**src/rtl/period_meter.sv**
```systemverilog
// Measures period and high time, in i_Clock cycles, of an asynchronous periodic input.
// Define PERIOD_METER_DUTY_EN to build the high-time counter; otherwise o_HighTime reads 0.
module period_meter #(
    parameter int unsigned CNT_WIDTH   = 16,
    parameter int unsigned SYNC_STAGES = 2
) (
    input  logic                 i_Clock,
    input  logic                 i_Reset_n,
    input  logic                 i_Enable,
    input  logic                 i_Signal,
    output logic                 o_Valid,
    input  logic                 i_Ready,
    output logic [CNT_WIDTH-1:0] o_Period,
    output logic [CNT_WIDTH-1:0] o_HighTime,
    output logic                 o_Overflow
);
    localparam logic [CNT_WIDTH-1:0] CntMax = '1;
    localparam logic [CNT_WIDTH-1:0] CntOne = CNT_WIDTH'(1);

    typedef enum logic {StIdle, StMeasure} state_e;

    logic [SYNC_STAGES-1:0] sync_q, sync_d;
    logic                   prev_q, prev_d;
    logic                   synced, rise;
    state_e                 state_q, state_d;
    logic [CNT_WIDTH-1:0]   per_cnt_q, per_cnt_d;
    logic                   ovf_q, ovf_d;
    logic                   cand, load;
    logic                   valid_q, valid_d;
    logic [CNT_WIDTH-1:0]   res_per_q, res_per_d;
    logic                   res_ovf_q, res_ovf_d;

    // sync_q[0] is the first (metastability-catching) stage.
    always_comb begin
        sync_d = {sync_q[SYNC_STAGES-2:0], i_Signal};
        synced = sync_q[SYNC_STAGES-1];
        prev_d = synced;
        rise   = synced && !prev_q;
    end

    always_comb begin
        state_d   = state_q;
        per_cnt_d = per_cnt_q;
        ovf_d     = ovf_q;
        cand      = 1'b0;
        case (state_q)
            StIdle: begin
                per_cnt_d = '0;
                ovf_d     = 1'b0;
                if (rise) begin
                    state_d   = StMeasure;
                    per_cnt_d = CntOne;
                end
            end
            StMeasure: begin
                if (rise) begin
                    cand      = 1'b1;
                    per_cnt_d = CntOne;
                    ovf_d     = 1'b0;
                end else if (per_cnt_q == CntMax) begin
                    ovf_d = 1'b1;
                end else begin
                    per_cnt_d = per_cnt_q + CntOne;
                end
            end
            default: state_d = StIdle;
        endcase
        // Disable wins over everything, including a coincident rise.
        if (!i_Enable) begin
            state_d   = StIdle;
            per_cnt_d = '0;
            ovf_d     = 1'b0;
            cand      = 1'b0;
        end
    end

    always_comb begin
        load      = cand && (!valid_q || i_Ready);
        valid_d   = valid_q;
        res_per_d = res_per_q;
        res_ovf_d = res_ovf_q;
        if (load) begin
            valid_d   = 1'b1;
            res_per_d = per_cnt_q;
            res_ovf_d = ovf_q;
        end else if (valid_q && i_Ready) begin
            valid_d = 1'b0;
        end
    end

    always_ff @(posedge i_Clock or negedge i_Reset_n) begin
        if (!i_Reset_n) begin
            sync_q    <= '0;
            prev_q    <= 1'b0;
            state_q   <= StIdle;
            per_cnt_q <= '0;
            ovf_q     <= 1'b0;
            valid_q   <= 1'b0;
            res_per_q <= '0;
            res_ovf_q <= 1'b0;
        end else begin
            sync_q    <= sync_d;
            prev_q    <= prev_d;
            state_q   <= state_d;
            per_cnt_q <= per_cnt_d;
            ovf_q     <= ovf_d;
            valid_q   <= valid_d;
            res_per_q <= res_per_d;
            res_ovf_q <= res_ovf_d;
        end
    end

`ifdef PERIOD_METER_DUTY_EN
    logic [CNT_WIDTH-1:0] hi_cnt_q, hi_cnt_d;
    logic [CNT_WIDTH-1:0] res_high_q, res_high_d;

    always_comb begin
        hi_cnt_d   = hi_cnt_q;
        res_high_d = res_high_q;
        if (!i_Enable) begin
            hi_cnt_d = '0;
        end else if (rise) begin
            hi_cnt_d = CntOne;
        end else if (state_q == StIdle) begin
            hi_cnt_d = '0;
        end else if (synced && (hi_cnt_q != CntMax)) begin
            hi_cnt_d = hi_cnt_q + CntOne;
        end
        if (load) begin
            res_high_d = hi_cnt_q;
        end
    end

    always_ff @(posedge i_Clock or negedge i_Reset_n) begin
        if (!i_Reset_n) begin
            hi_cnt_q   <= '0;
            res_high_q <= '0;
        end else begin
            hi_cnt_q   <= hi_cnt_d;
            res_high_q <= res_high_d;
        end
    end

    assign o_HighTime = res_high_q;
`else
    assign o_HighTime = '0;
`endif

    assign o_Valid    = valid_q;
    assign o_Period   = res_per_q;
    assign o_Overflow = res_ovf_q;

endmodule

```
**config.mk**
```make
export PLATFORM = sky130hd
export DESIGN_NAME = period_meter
export DESIGN_NICKNAME = d
export VERILOG_FILES = /design/src/rtl/period_meter.sv
export SDC_FILE = /design/constraint.sdc
export NUM_CORES = 1
export LEC_CHECK = 0
export BUFFER_PORTS_ARGS = -buffer_cell sky130_fd_sc_hd__buf_2
export CORE_MARGIN = 10
export CORE_UTILIZATION = 40
export CTS_CLUSTER_DIAMETER = 80
export DETAILED_ROUTE_END_ITERATION = 7
export GPL_ROUTABILITY_DRIVEN = 0
export SLEW_MARGIN = 40
export SYNTH_ARGS = -nofsm -noshare
export SYNTH_HDL_FRONTEND = slang
export SYNTH_SLANG_ARGS = --single-unit
```
**constraint.sdc**
```tcl
create_clock -name i_Clock -period 2.1 [get_ports i_Clock]
set_clock_uncertainty 0.2 [all_clocks]
set_input_delay 0.42 -clock i_Clock [delete_from_list [all_inputs] [get_ports i_Clock]]
set_output_delay 0.42 -clock i_Clock [all_outputs]
set_load 0.005 [all_outputs]
```
==> reports/metrics.yaml <==
floorplan:
  start_util: 0.416
  core_sq_um: 4380
  rows: 24
  die_w_um: 87.6
  die_y_um: 87.6
  die-area_sq_um: 7670
  pin_count: 39
cts:
  htreeDepth: 2
  cts_buffers: 5
  tritoncts: "yes"
  cts-root-buf: "clkbuf_8"
  cts_buffer_depth: 2
  clk_pin_slew_worst_paths_ns: 0.07
  clk_latency_ns: 0.29
  clock-sinks: 39
  cts_setup_buffers: 0
timing:
  timing.final.max_slew_violations: 0
  period_needed_ns: 1.96
  period_share: 0.935
  grt_setup_unrepaired: "no"
  setup_viol: 0
  max_freq_mhz: 509
  final_hold_viol_count: 0
  fin_tns_setup_ns: 0
status:
  status: "complete, no violations"
detailed_routing:
  drt_first_iter_violations: 68
  vias_per_cell: 5.29
  wl_um: 3470
  ant_nets: 0
  wl_per_cell_um: 14.5
  remaining_drc_errors: 0
  dr.pass1.iters: 6
  vias: 1270
global_routing:
  grt_use_total: 0.0945
  grt_pass1_vias: 1204
  grt_pass1_wl_um: 5840
  grt_max_degree: 23
  antenna_found_initial: 0
  grt_remaining_overflow: 0
setup_path:
  cp_num_buf_inv: 0
  path_delay_family: "simple AND/OR/NAND/NOR gates"
  crit_required_ns: 2.11
  endpoint_kind: "register"
  worstPathMaxFanout: 9
  cp_slowest_cell: "or4_1"
  crit_type: "register to register"
  critPathLaunchType: "register"
  cp.arrival_ns: 1.98
  crit_chain: "ha_1 -> nand3_4 -> o211ai_1 -> or4_1 -> a21oi_1"
  cpPeakStageDelay_ns: 0.49
power:
  leakagePower_nw: 1.02
  ir_drop_uv: 392
  cellPowerDensity_nw_per_um2: 659
run:
  drv_cap: 0
placed_design:
  portBuffers: 22
  dpl.hpwl_um: 2660
  dp.cells: 231
finish:
  fin_cells: 240
  final_common_cell: "dfrtp_1"
  fill_cells: 413
  fin_nets: 193
  area_delta_synth_final_pct: 14.1
  final_cell_mix: "dfrtp_1 (38), buf_2 (22), mux2_2 (17)"
  antenna_cells: 0
  drive_gt1_frac: 0.309
synth:
  ys_seq_area_frac: 0.535
  synth-seq-cells: 39
  ys_warn_count: 0
  syn_avg_cell_area_sq_um: 11.7
  ys_top_cells_by_area: "dfrtp_1 (53%), mux2_2 (10%), buf_4 (7.0%), a21oi_1 (2.2%), o21ai_0 (1.9%)"
  synth_cell_types: 38
  netlist_instances: 156
  netlist_area_sq_um: 1830
  yosys.area.top_type: "dfrtp_1"
  netlist.area_leader.share: 0.535
hold_path:
  hp-class: "primary input to register"
-- cells in the mapped netlist, drive strengths merged --
master  instances
or4             3
o21bai          1
nand2           4
ha              1
nor3            5
o311ai          2
inv             4
o21a            2
mux2           17
nand4           4
nand3           6
nor2b           2
or3             4
and4b           1
conb            1
a31oi           3
o41ai           1
and4            2
nand2b          1
mux2i           1
and3            2
a21oi           8
a211oi          2
buf            18
nor4            1
o21ai           7
nor2            8
clkbuf          1
a221o           1
o31ai           2
dfrtp          39
o211ai          2
-- kinds of logic (layout without fill, tap and decap cells) --
logic type,Yosys count,after routing,synth area share
AND/OR/NAND/NOR,43,43,0.151
flip-flops,39,39,0.535
AO/OA/AOI/OAI,31,31,0.108
buffers and inverters,23,40,0.0864
multiplexers,18,18,0.110
adder cells (fa/ha/maj),1,1,0.00685
other,1,16,0.00205
-- path summary, 6_finish.rpt --
kind | from | slack [ns] | cells after the start | end
max in group asynchronous | i_Reset_n | 0.83 | 3 | per_cnt_q[0]$_DFFE_PN0P_
setup / recovery | per_cnt_q[0]$_DFFE_PN0P_ | 0.14 | 5 | per_cnt_q[15]$_DFFE_PN0P_
setup reg to reg | per_cnt_q[0]$_DFFE_PN0P_ | 0.14 | 5 | per_cnt_q[15]$_DFFE_PN0P_
min in group asynchronous | i_Reset_n | 0.40 | 2 | o_Overflow$_DFFE_PN0P_
hold reg to reg | sync_q[0]$_DFF_PN0_ | 0.16 | 0 | sync_q[1]$_DFF_PN0_
hold / removal | i_Signal | 0.04 | 1 | sync_q[0]$_DFF_PN0_
-- per-layer routing --
metal,global-route usage,share of wire,vias to the layer above
li1,-,-,614
met1,0.114,0.44,610
met2,0.140,0.45,38
met3,0.0474,0.093,8
met4,0.0391,0.019,0
met5,0,0,-
-- report_power, final --
| group | internal (W) | switching (W) | leakage [nW] | total, W |
|---|---|---|---|---|
| sequential | 0.000761 | 0.00000700 | 0.534 | 0.000768 |
| clock | 0.000299 | 0.000245 | 0.0515 | 0.000544 |
| combinational | 0.0000216 | 0.0000397 | 0.436 | 0.0000613 |
-- per-stage QoR --
step / area [sq um] / utilization / total power, W / setup slack [ns] / hold WS (ns)
final: 2080 / 0.475 / 0.00137 / 0.137 / 0.0351
after global routing: 2080 / 0.475 / 0.00144 / 0.00386 / 0.0226
after CTS: 2070 / 0.473 / 0.00140 / 0.104 / 0.0255
after detailed placement: 1960 / 0.448 / 0.000842 / 0.125 / 0.139
after global placement: 1960 / 0.448 / 0.000840 / 0.164 / 0.139
after floorplan: 1880 / - / 0.000828 / 0.226 / -0.0756
-- final cells by class --
cell class,count,area (sq um),share of cell area
flip-flops and latches,39,977,0.469
inverters,4,15.0,0.00721
multi-input cells,109,756,0.363
well taps,52,65.1,0.0312
clock buffers,8,100,0.0480
repair buffers,28,170,0.0817
-- flip-flops by register name, indices dropped and copies added, names as in the netlist --
name and count:
per_cnt_q 16, prev_q 1, o_Period 16, sync_q 2, state_q 1, o_Valid 1, o_Overflow 1, ovf_q 1
-- what timing repair did --
item / CTS / global route
hold buffers: 1 / 0
resized for setup: 0 / 2
setup endpoints to repair: 0 / 6
hold endpoints to repair: 17 / 0
No activity file was read; power rests on OpenSTA's default activity.
